## src/rtl/grating_motion_ctrl.sv

```systemverilog
// Purpose     : command-driven quadrature encoder emulator; counted, reversible, abortable moves timed by an NCO.
// Latency     : first edge ceil(2^ACC_W/inc) clocks after RUN entry; done one clock after the final step/abort.
// Backpressure: cmd_ready is high only in IDLE; cmd_valid outside IDLE is dropped, not queued.
//
// Ports:
//   CLOCK_50M, RST_n            clock and asynchronous active-low reset
//   cmd_valid/cmd_ready         command handshake (accept when both high)
//   cmd_dir, cmd_count, cmd_inc direction (0 = A leads B), edge count, NCO increment
//   abort                       terminate a running move
//   busy, done, done_aborted    status; done is a one-cycle pulse, done_aborted qualifies it
//   enc_a, enc_b, enc_z         encoder-style quadrature and index outputs
//   position                    signed edge count since reset (wraps)
module grating_motion_ctrl #(
    parameter int ACC_W         = 32,
    parameter int POS_W         = 32,
    parameter int LINES_PER_REV = 2500
) (
    input  logic             CLOCK_50M,
    input  logic             RST_n,
    input  logic             cmd_valid,
    output logic             cmd_ready,
    input  logic             cmd_dir,
    input  logic [31:0]      cmd_count,
    input  logic [ACC_W-1:0] cmd_inc,
    input  logic             abort,
    output logic             busy,
    output logic             done,
    output logic             done_aborted,
    output logic             enc_a,
    output logic             enc_b,
    output logic             enc_z,
    output logic [POS_W-1:0] position
);

    localparam int REV_EDGES = 4 * LINES_PER_REV;
    localparam int REV_W     = (REV_EDGES > 2) ? $clog2(REV_EDGES) : 1;
    localparam logic [REV_W-1:0] REV_LAST = REV_W'(REV_EDGES - 1);

    typedef enum logic [1:0] {
        S_IDLE = 2'd0,
        S_RUN  = 2'd1,
        S_DONE = 2'd2
    } state_t;

    // ------------------------------------------------------------------
    // State and datapath registers
    // ------------------------------------------------------------------
    state_t             r_state;
    logic [ACC_W-1:0]   r_acc;
    logic [ACC_W-1:0]   r_inc;
    logic               r_dir;
    logic [31:0]        r_remaining;
    logic [1:0]         r_phase;
    logic [REV_W-1:0]   r_rev_idx;
    logic [POS_W-1:0]   r_position;
    logic               r_cmd_ready;
    logic               r_busy;
    logic               r_done;
    logic               r_done_aborted;
    logic               r_enc_a;
    logic               r_enc_b;
    logic               r_enc_z;

    // ------------------------------------------------------------------
    // Next-state wires
    // ------------------------------------------------------------------
    state_t             w_state_nxt;
    logic [ACC_W-1:0]   w_acc_nxt;
    logic [ACC_W-1:0]   w_inc_nxt;
    logic               w_dir_nxt;
    logic [31:0]        w_rem_nxt;
    logic               w_step;
    logic               w_aborted_nxt;
    logic [ACC_W:0]     w_sum;
    logic               w_carry;
    logic               w_last;
    logic [1:0]         w_phase_nxt;
    logic [REV_W-1:0]   w_rev_nxt;
    logic [POS_W-1:0]   w_pos_nxt;
    logic               w_enc_a_nxt;
    logic               w_enc_b_nxt;
    logic               w_enc_z_nxt;

    // NCO: the carry out of the accumulator add is the step strobe on the same edge.
    assign w_sum   = {1'b0, r_acc} + {1'b0, r_inc};
    assign w_carry = w_sum[ACC_W];
    assign w_last  = (r_remaining == 32'd1);

    // ------------------------------------------------------------------
    // FSM: state register
    // ------------------------------------------------------------------
    always_ff @(posedge CLOCK_50M or negedge RST_n) begin
        if (!RST_n) begin
            r_state <= S_IDLE;
        end else begin
            r_state <= w_state_nxt;
        end
    end

    // ------------------------------------------------------------------
    // FSM: next state, command latching, step decision
    // ------------------------------------------------------------------
    always_comb begin
        w_state_nxt   = r_state;
        w_acc_nxt     = r_acc;
        w_inc_nxt     = r_inc;
        w_dir_nxt     = r_dir;
        w_rem_nxt     = r_remaining;
        w_step        = 1'b0;
        w_aborted_nxt = 1'b0;

        unique case (r_state)
            S_IDLE: begin
                if (cmd_valid) begin
                    w_acc_nxt = '0;
                    // A zero increment would never produce a carry; run at the slowest rate instead.
                    w_inc_nxt = (cmd_inc == '0) ? ACC_W'(1) : cmd_inc;
                    w_dir_nxt = cmd_dir;
                    w_rem_nxt = cmd_count;
                    // A zero-length move skips RUN so no edge can ever be emitted.
                    w_state_nxt = (cmd_count == 32'd0) ? S_DONE : S_RUN;
                end
            end
            S_RUN: begin
                w_acc_nxt = w_sum[ACC_W-1:0];
                // Abort suppresses a pending step, except the final one: a move that
                // completes on the abort cycle is reported as a normal completion.
                if (w_carry && (w_last || !abort)) begin
                    w_step    = 1'b1;
                    w_rem_nxt = r_remaining - 32'd1;
                    if (w_last) begin
                        w_state_nxt = S_DONE;
                    end
                end else if (abort) begin
                    w_state_nxt   = S_DONE;
                    w_aborted_nxt = 1'b1;
                end
            end
            S_DONE: begin
                w_state_nxt = S_IDLE;
            end
            default: begin
                w_state_nxt = S_IDLE;
            end
        endcase
    end

    // ------------------------------------------------------------------
    // Step datapath: phase, revolution index, position, encoder pins
    // ------------------------------------------------------------------
    always_comb begin
        w_phase_nxt = r_phase;
        w_rev_nxt   = r_rev_idx;
        w_pos_nxt   = r_position;

        if (w_step) begin
            if (r_dir) begin
                w_phase_nxt = r_phase - 2'd1;
                w_rev_nxt   = (r_rev_idx == '0) ? REV_LAST : (r_rev_idx - REV_W'(1));
                w_pos_nxt   = r_position - POS_W'(1);
            end else begin
                w_phase_nxt = r_phase + 2'd1;
                w_rev_nxt   = (r_rev_idx == REV_LAST) ? '0 : (r_rev_idx + REV_W'(1));
                w_pos_nxt   = r_position + POS_W'(1);
            end
        end

        // Gray sequence 00 -> 10 -> 11 -> 01: only one pin toggles per step.
        w_enc_a_nxt = (w_phase_nxt == 2'd1) || (w_phase_nxt == 2'd2);
        w_enc_b_nxt = (w_phase_nxt == 2'd2) || (w_phase_nxt == 2'd3);
        w_enc_z_nxt = (w_rev_nxt == '0);
    end

    // ------------------------------------------------------------------
    // Datapath and output registers
    // ------------------------------------------------------------------
    always_ff @(posedge CLOCK_50M or negedge RST_n) begin
        if (!RST_n) begin
            r_acc          <= '0;
            r_inc          <= '0;
            r_dir          <= 1'b0;
            r_remaining    <= '0;
            r_phase        <= 2'd0;
            r_rev_idx      <= '0;
            r_position     <= '0;
            r_cmd_ready    <= 1'b1;
            r_busy         <= 1'b0;
            r_done         <= 1'b0;
            r_done_aborted <= 1'b0;
            r_enc_a        <= 1'b0;
            r_enc_b        <= 1'b0;
            r_enc_z        <= 1'b1;
        end else begin
            r_acc          <= w_acc_nxt;
            r_inc          <= w_inc_nxt;
            r_dir          <= w_dir_nxt;
            r_remaining    <= w_rem_nxt;
            r_phase        <= w_phase_nxt;
            r_rev_idx      <= w_rev_nxt;
            r_position     <= w_pos_nxt;
            // Status flags are registered copies of the decoded next state.
            r_cmd_ready    <= (w_state_nxt == S_IDLE);
            r_busy         <= (w_state_nxt != S_IDLE);
            r_done         <= (w_state_nxt == S_DONE);
            r_done_aborted <= w_aborted_nxt;
            r_enc_a        <= w_enc_a_nxt;
            r_enc_b        <= w_enc_b_nxt;
            r_enc_z        <= w_enc_z_nxt;
        end
    end

    assign cmd_ready    = r_cmd_ready;
    assign busy         = r_busy;
    assign done         = r_done;
    assign done_aborted = r_done_aborted;
    assign enc_a        = r_enc_a;
    assign enc_b        = r_enc_b;
    assign enc_z        = r_enc_z;
    assign position     = r_position;

endmodule

```

## config.mk

```make
export PLATFORM = sky130hd
export DESIGN_NAME = grating_motion_ctrl
export DESIGN_NICKNAME = d
export VERILOG_FILES = /design/src/rtl/grating_motion_ctrl.sv
export SDC_FILE = /design/constraint.sdc
export NUM_CORES = 1
export LEC_CHECK = 0
export CAP_MARGIN = 20
export CORE_ASPECT_RATIO = 1.5
export CORE_MARGIN = 2
export CORE_UTILIZATION = 45
export CTS_CLUSTER_DIAMETER = 30
export DETAILED_ROUTE_END_ITERATION = 10
export GPL_TIMING_DRIVEN = 0
export PLACE_DENSITY_LB_ADDON = 0.12
export REMOVE_ABC_BUFFERS = 1
export SLEW_MARGIN = 20
export SYNTH_ARGS = -nofsm -noshare
export SYNTH_HDL_FRONTEND = slang
export SYNTH_SLANG_ARGS = --single-unit
```

## constraint.sdc

```tcl
create_clock -name CLOCK_50M -period 3.5 [get_ports CLOCK_50M]
set_clock_uncertainty 0.1 [all_clocks]
set_input_delay 1.05 -clock CLOCK_50M [delete_from_list [all_inputs] [get_ports CLOCK_50M]]
set_output_delay 1.05 -clock CLOCK_50M [all_outputs]
set_load 0.01 [all_outputs]
```

# After elaboration in Yosys (flattened, before gate mapping)
# Index checks and enable logic that the tools add are counted.
# Widths: inputs -> output; s select.
[op_classes] n_reduce_logical=16 addsub=8 eq_ne=9 muxes=24
[op_table] operator="$mux 32" count=5
[op_table] operator="$pmux 32 s2" count=2
[op_table] operator="$logic_not 32->1" count=2
[op_table] operator="$sub 32x1->32 const B" count=2
[op_table] operator="$mux 14" count=4
[op_table] operator="$add 32x32->33" count=1
[op_table] operator="$add 32x1->32 const B" count=1
[op_table] operator="$eq 32x1->1 const B" count=1
[op_table] operator="$logic_not 14->1" count=2
[op_table] operator="$add 14x1->14 const B" count=1
[op_table] operator="$eq 14x14->1 const B" count=1
[op_table] operator="$mux 2" count=7
[op_table] operator="$sub 14x1->14 const B" count=1
[op_table] operator="$eq 2x2->1 const B" count=3
[op_table] operator="$mux 1" count=5
[op_table] operator="$eq 2x1->1 const B" count=2
[op_table] operator="$logic_not 2->1" count=2
[op_table] operator="$ne 2x2->1 const B" count=2
[op_table] operator="$pmux 2 s2" count=1
[op_table] operator="$reduce_and 2->1" count=2
[op_table] operator="$reduce_bool 2->1" count=2
[op_table] operator="$logic_or 1x1->1" count=3
[op_table] operator="$reduce_and 3->1" count=1
[op_table] operator="$add 2x1->2 const B" count=1
[op_table] operator="3 further kinds" count=3
[totals] register_bits=154 elab_cells=72 out_inout_bits=39 inputBits=69

# Longest topological paths before layout
# Gate-level depths: netlist of the first run.
[logic_depth] word_depth=8 mapped_depth=15

# Worst setup path before layout of the first run
# Ideal clock, no wire load.
[synth_path] path_type="reg2reg" start="register r_dir" end="register r_position[30], in the netlist position[30]" period_less_slack_ns=3.472 stages_incl_launch_ff=14 slack_ns=0.028 arrival_ns=3.268 setup_time_ns=0.104 cell_sequence="dfrtp_1 -> inv_1 -> clkbuf_1 -> fa_1 -> nor2b_1 -> o31a_1 -> a21oi_1 -> a31oi_1 -> a221o_1 -> a21oi_1 -> o21bai_1 -> a32oi_1 -> mux2_2 -> o311ai_1"
[synth_between] elab_chain_len=1
[synth_rtl] item="from (decl)" line_no="51" source="logic r_dir;"
[synth_rtl] item="from (signal assigned)" line_no="196" source="r_dir <= w_dir_nxt;"
[synth_rtl] item="$mux 32" line_no="157" source="if (r_dir) begin"
[synth_rtl] item="to (signal assigned)" line_no="200" source="r_position <= w_pos_nxt;"
[synth_rtl] item="to (decl)" line_no="55" source="logic [POS_W-1:0] r_position;"
# Every way passes these cells.
# A chain may end at the register's enable or synchronous reset.

# Worst setup path in the final report of the first run
[layout_path] start="register r_remaining[8]" end="register r_enc_b, in the netlist enc_b"
[layout_between] elab_chain_len=8 elab_cells_between_ends=9 classes_between="eq/ne (3); mux (3); reduce/logical (3)"
[layout_rtl] item="from (decl)" line_no="52" source="logic [31:0] r_remaining;"
[layout_rtl] item="from (signal assigned)" line_no="197" source="r_remaining <= w_rem_nxt;"
[layout_rtl] item="$eq 32x1->1 *" line_no="87" source="assign w_last = (r_remaining == 32'd1);"
[layout_rtl] item="$logic_or 1x1->1 *" line_no="128" source="if (w_carry && (w_last || !abort)) begin"
[layout_rtl] item="$logic_and 1x1->1 *" line_no="128"
[layout_rtl] item="$mux 1 *" line_no="128"
[layout_rtl] item="$mux 1 *" line_no="112" source="unique case (r_state)"
[layout_rtl] item="$mux 2 *" line_no="156" source="if (w_step) begin"
[layout_rtl] item="via w_phase_nxt[1]" line_no="77" source="logic [1:0] w_phase_nxt;"
[layout_rtl] item="$eq 2x2->1" line_no="170" source="w_enc_b_nxt = (w_phase_nxt == 2'd2) || (w_phase_nxt == 2'd3);"
[layout_rtl] item="$logic_or 1x1->1 *" line_no="170"
[layout_rtl] item="via w_enc_b_nxt" line_no="81" source="logic w_enc_b_nxt;"
[layout_rtl] item="to (signal assigned)" line_no="207" source="r_enc_b <= w_enc_b_nxt;"
[layout_rtl] item="to (decl)" line_no="61" source="logic r_enc_b;"
# The timed path passes the listed nets; every way through them passes the cells marked *.

==> impl_metrics.json, run 1 <==
{
  "grt_pass1_vias": 9601,
  "rr_worst_depth": 10,
  "io_pins": 108,
  "start_util_pct": 45.84,
  "cts_root_buf": "clkbuf_16",
  "dieHeight_um": 191.7,
  "finalHoldViolations": 0,
  "drtIter0Drc": 435,
  "io_buffers": 107,
  "yosys.area.top_type": "dfrtp_1",
  "post-route-min-period_ns": 3.425,
  "nets": 1521,
  "antenna_cells": 0,
  "async_reset_ff_share_pct": 100.0,
  "netlist_area_um2": 10570,
  "dp_cells": 1656,
  "synth.most_common_cell": "nand2_1",
  "cts_tree": "built",
  "maxSlewHeadroom_pct": 53.32,
  "routed_via_density": 5.660,
  "core_area_um2": 23060,
  "track_usage_pct": 23.71,
  "seq_area_frac_synth_pct": 36.49,
  "final_cells": 1710,
  "worstPathCellList": "or4_4 > nor3_4 > nand4_1 > a21o_2 > or2_1 > nand2_4 > nand2_1 > xnor2_1 > ha_1 > or2_2",
  "timing.rr.start": "r_remaining[8]",
  "cpPeakStageDelay_ns": 0.53,
  "gp_congestion": 0.9187,
  "drtPass1Iterations": 5,
  "design_area_um2": 13100,
  "postRouteAntennaNets": 0,
  "wirelength_mm": 28.48,
  "drc": 0,
  "setup_viol": 0,
  "cts_sinks": 154,
  "clkTransAtPathRegs_ns": 0.07,
  "outcome": "complete, no violations",
  "min_path_cells": 1,
  "yosys.area.top_type_share_pct": 35.99,
  "worstSkewPairLatency_ns": 0.44,
  "ys_ff_latch": 154,
  "die_x_um": 129.1,
  "cp.required_ns": 3.72,
  "ir_worst_vdd_mv": 0.5716,
  "max_freq_mhz": 292.0,
  "cts-hold-fix-buffers": 0,
  "hpwlAfterDp_mm": 20.03,
  "grt_max_degree": 73,
  "cap_violations": 0,
  "synthFlopType": "dfrtp_1",
  "htreeDepth": 4,
  "start_kind": "flip-flop",
  "rrSetupSlack_ns": 0.08,
  "syn_avg_cell_area_um2": 8.263,
  "slowest_stage": "or4_4",
  "synth_area_leaders": "dfrtp_1 36%, ha_1 8.1%, nand2_1 7.6%",
  "rsz0062_at_grt": "true",
  "power.density_nw_per_um2": 952.0,
  "synthCells": 1279,
  "grt_antenna_before_repair": 0,
  "end_kind": "flip-flop",
  "clockBufferDepth": 2,
  "p_leak_nw": 5.785,
  "period_share_pct": 97.85,
  "path_class": "flip-flop to flip-flop",
  "grt_pass1_wl_mm": 47.08,
  "synth_edf_count": 0,
  "synth_warnings": 0,
  "drive_above_1_share_pct": 10.04,
  "ys_types": 80,
  "area_growth_pct": 23.95,
  "hp-class": "flip-flop to flip-flop",
  "row_count": 68,
  "via_count": 9678,
  "worst_pin_slew_ns": 0.6985,
  "dpl_cell_area_um2": 12090,
  "grt.overflow.total": 0,
  "critPathMaxFanout": 13,
  "dieArea_um2": 24750,
  "cp_data_arrival_time_ns": 3.64,
  "hold_end": "position[31]",
  "synth_common_cells": "214 x nand2_1, 152 x dfrtp_1, 134 x o21ai_0",
  "drv_slew": 0,
  "wl_per_cell_um": 16.66,
  "min-delay-start": "position[31]",
  "rr_endpoint": "enc_b",
  "cts_made_buffers": 17
}
## worst max path at each step
stage / start / end / slack (ns) / cells past startpoint
2_1_floorplan: r_state[1] / r_remaining[25] / -0.93 / 8
3_3_place_gp: RST_n / r_rev_idx[13] / -5.40 / 1
3_5_place_dp: r_acc[0] / r_remaining[25] / -1.06 / 13
4_1_cts: r_dir / position[28] / 0.01 / 11
5_1_grt: r_remaining[8] / enc_b / -0.07 / 11
6_report: r_remaining[8] / enc_b / 0.08 / 10
## sequential cells by signal, summed over array words and instances, names as in the netlist
signal        cells
r_acc            32
enc_a             1
done              1
busy              1
enc_z             1
r_phase           2
done_aborted      1
position         32
r_dir             1
r_state           2
r_rev_idx        14
cmd_ready         1
enc_b             1
r_remaining      32
r_inc            32
## area by class of cell
class	count	area (µm²)
Timing Repair Buffer	136	1499
Tap cell	315	394.1
Clock inverter	14	161.4
Multi-Input combinational cell	1031	6585
Inverter	42	161.4
Sequential cell	154	3860
Clock buffer	18	439.2
Fill cell	2147	9957
## worst max-delay path, delay by kind of cell (launching register included)
kind / cells / cell delay [ns]
fa+ha+maj: 1 / 0.19
xor+xnor: 1 / 0.17
simple gates: 7 / 2.06
flops: 1 / 0.43
compound gates: 1 / 0.33
## cells by family (layout without fill, tap and decap cells)
group / count (synthesis) / in the layout / synth area share [%]
adder cells (fa/ha/maj): 70 / 70 / 8.429
multiplexers: 7 / 7 / 0.7221
buffers and inverters: 96 / 210 / 3.599
AND/OR/NAND/NOR: 503 / 505 / 22.92
XOR/XNOR: 56 / 56 / 4.641
flip-flops: 154 / 154 / 36.49
AO/OA/AOI/OAI: 393 / 393 / 23.20
## repair_timing
item,4_1_cts,5_1_grt
pin swaps,2,9
cloned,2,0
gates resized for setup,14,34
setup buffers,10,10
setup endpoints to repair,54,40
## metal layers
metal,track usage (%),routed length [µm],up-vias
met3,3.510,897,52
met4,9.741,815,0
met2,42.65,14560,175
li1,-,-,4848
met1,27.89,12220,4603
met5,0,0,-
## cells in the final DEF (no fill, tap or decap), drive strengths merged, types with 5 or more instances in the layout
cell type,count
nor3b,9
a21oi,86
or2,10
a21o,32
and3,20
a31oi,14
or4,5
nor2,84
o21a,11
clkbuf,18
o21ai,143
or3,11
buf,30
nor4,32
xnor2,24
ha,68
a211o,5
nor3,33
o31ai,6
o211ai,9
nand4,20
mux2,5
and2,9
xor2,32
o41ai,5
a211oi,11
nand2,215
nor2b,6
a22oi,7
inv,47
clkdlybuf4s50,106
dfrtp,152
o22ai,11
nand3,34
nand2b,12
## stage by stage
| stage | hold slack (ns) | setup slack (ns) | util (%) | TNS [ns] | power (mW) |
|---|---|---|---|---|---|
| after floorplan | 0.3428 | -0.9314 | - | -29.38 | 8.062 |
| after global placement | 0.3610 | -5.400 | 51.23 | -1023.60 | 9.838 |
| after detailed placement | 0.3652 | -1.058 | 52.44 | -28.52 | 10.05 |
| after CTS | 0.3817 | 0.01049 | 55.82 | 0 | 12.19 |
| after global routing | 0.4026 | -0.06782 | 56.82 | -0.1782 | 13.59 |
| final | 0.3804 | 0.07524 | 56.82 | 0 | 12.47 |
## power by group
| group | internal [mW] | switching, mW | total [mW] |
|---|---|---|---|
| Clock | 1.09 | 0.825 | 1.91 |
| Sequential | 2.55 | 0.706 | 3.25 |
| Combinational | 3.30 | 4.01 | 7.31 |
Note: power is estimated with default switching activity, not from simulation.
==> run 2: changes to the inputs <==
--- a/config.mk
+++ b/config.mk
@@ -11,7 +11,6 @@
 export CORE_UTILIZATION = 45
 export CTS_CLUSTER_DIAMETER = 30
 export DETAILED_ROUTE_END_ITERATION = 10
-export GPL_TIMING_DRIVEN = 0
 export PLACE_DENSITY_LB_ADDON = 0.12
 export REMOVE_ABC_BUFFERS = 1
 export SLEW_MARGIN = 20
==> run 2 against run 1 <==
Total power about the same. Via count increased by 1.6%. Clock-buffer cell count rose by 4. Clock power is 9.9% higher. Core utilization down 0.63 points. Non-clock buffer count rose by 14. First-iteration DRC count rose by 40%. Maximum frequency grew 2.4%. Sequential cell count unchanged. Sequential power about the same. Sequential share of layout area rose by 0.33 points. Combinational power down 2.9%. Largest power group unchanged.
==> impl_metrics.json, run 2 (synthesis results as in run 1) <==
{
  "finalHoldViolations": 0,
  "start_util_pct": 45.84,
  "seqCellArea_um2": 3860,
  "setup_tns_ns": 0,
  "nets": 1533,
  "dp_cells": 1690,
  "worstPathCellList": "ha_1 > o21ai_0 > a21oi_1 > a31o_2 > nor3_1 > a21boi_1 > o21ai_1 > buf_4 > a211oi_1 > nor4_1 > o211ai_1 > nor4_2",
  "max_freq_mhz": 298.9,
  "start_kind": "flip-flop",
  "multi_input_area_um2": 6414,
  "rsz0062_at_grt": "true",
  "worst_pin_slew_ns": 0.8938,
  "cts_made_buffers": 17,
  "clockBufferDepth": 2,
  "fill_cells": 2165,
  "path_class": "flip-flop to flip-flop",
  "clkTransAtPathRegs_ns": 0.06,
  "rr_worst_depth": 12,
  "dieHeight_um": 191.7,
  "fin_hold_ws_ns": 0.3766,
  "io_pins": 108,
  "p_switching_mw": 5.370,
  "maxSlewHeadroom_pct": 40.42,
  "io_buffers": 107,
  "grt_pass1_vias": 9742,
  "outcome": "complete, no violations",
  "drive_above_1_share_pct": 9.168,
  "path_depth": 12,
  "grt_max_degree": 94,
  "routed_via_density": 5.712,
  "sequentialPowerShare_pct": 26.2,
  "antenna_cells": 0,
  "cts_tree": "built",
  "gp_congestion": 0.9247,
  "track_usage_pct": 23.82,
  "min_path_cells": 2,
  "dieArea_um2": 24750,
  "grt_pass1_wl_mm": 47.47,
  "core_area_um2": 23060,
  "cp_data_arrival_time_ns": 3.58,
  "wirelength_mm": 28.38,
  "end_kind": "flip-flop",
  "p_int_mw": 7.105,
  "area_growth_pct": 22.58,
  "power.density_nw_per_um2": 962.9,
  "slowest_stage": "dfrtp_1",
  "worstSkewPairLatency_ns": 0.44,
  "die_x_um": 129.1,
  "grt_antenna_before_repair": 0,
  "postRouteAntennaNets": 0,
  "htreeDepth": 4,
  "row_count": 68,
  "via_count": 9836,
  "final_cells": 1722,
  "drv_slew": 0,
  "cap_violations": 0,
  "post-route-min-period_ns": 3.345,
  "layout_setup_ws_ns": 0.1549,
  "p_leak_nw": 5.792,
  "cp_top_family": "compound AO/OA/AOI/OAI gates",
  "dpl_cell_area_um2": 12210,
  "drtIter0Drc": 608,
  "grt.overflow.total": 0,
  "cts_sinks": 154,
  "design_area_um2": 12950,
  "wl_per_cell_um": 16.48,
  "cpPeakStageDelay_ns": 0.40,
  "cts-hold-fix-buffers": 0,
  "cts_root_buf": "clkbuf_16",
  "worst-path-buf-inv": 1,
  "period_share_pct": 95.58,
  "critPathMaxFanout": 7,
  "drc": 0,
  "cp.required_ns": 3.74,
  "switching_share_pct": 43.04,
  "detailedPlace.worstSlack_ns": -0.01094,
  "ir_worst_vdd_mv": 0.6012,
  "p_comb_share_pct": 56.9,
  "clockPowerShare_pct": 16.9,
  "final_common_cell": "nand2_1",
  "drtPass1Iterations": 6,
  "setup_viol": 0,
  "hpwlAfterDp_mm": 20.81,
  "final_cell_mix": "213 x nand2_1, 151 x dfrtp_1, 133 x o21ai_0, 106 x clkdlybuf4s50_1, 83 x a21oi_1",
  "hp-class": "flip-flop to flip-flop"
}
## run 2: final cells by class
class | instances | share of cell area (%)
flip-flops and latches | 154 | 29.80
well taps | 315 | 3.042
multi-input cells | 1029 | 49.51
repair buffers | 150 | 11.25
inverters | 42 | 1.217
clock inverters | 10 | 1.449
clock buffers | 22 | 3.738
## run 2: worst min-delay path, cell delays in order, from the launching register on
cell	delay (ns)
dfrtp_1	0.34
nand2_1	0.05
nand2_1	0.05
## run 2: through the flow
stage                     power [mW]  util (%)
final                          12.47     56.19
after global routing           13.63     56.19
after CTS                      12.44     55.91
after detailed placement       10.25     52.94
after global placement         10.14     52.94
after floorplan                8.062         -
## run 2: power groups by stage
stage	combinational [mW]	clock, mW	sequential (mW)
2_1_floorplan	4.84	0	3.22
3_3_place_gp	6.87	0	3.28
3_5_place_dp	6.97	0	3.28
4_1_cts	7.03	2.15	3.27
5_1_grt	8.02	2.22	3.38
6_report	7.10	2.10	3.27
## run 2: repair_timing
action                                  in CTS  in global routing
resized for setup                            2                 14
endpoints found under the hold margin        0                  0
buffers inserted                             0                  0
endpoints found under the setup margin       4                 11
pin swaps                                    0                  1
## run 2: worst paths after layout
| check | start | end | slack (ns) |
|---|---|---|---|
| max | r_inc[8] | enc_z | 0.15 |
| min | r_inc[0] | r_inc[0] | 0.38 |
| max reg2reg | r_inc[8] | enc_z | 0.15 |
| min reg2reg | r_inc[0] | r_inc[0] | 0.38 |
| max in group asynchronous | RST_n | cmd_ready | 2.07 |
| min in group asynchronous | RST_n | r_remaining[26] | 0.52 |
## run 2: routing by layer
layer  global-route usage (%)  up-vias  share of wire [%]
met5                        0        -                  0
met4                    8.445        0                2.4
met3                    4.318       44                3.3
met2                    42.79      193                 52
met1                    28.16     4717                 43
li1                         -     4882                  -
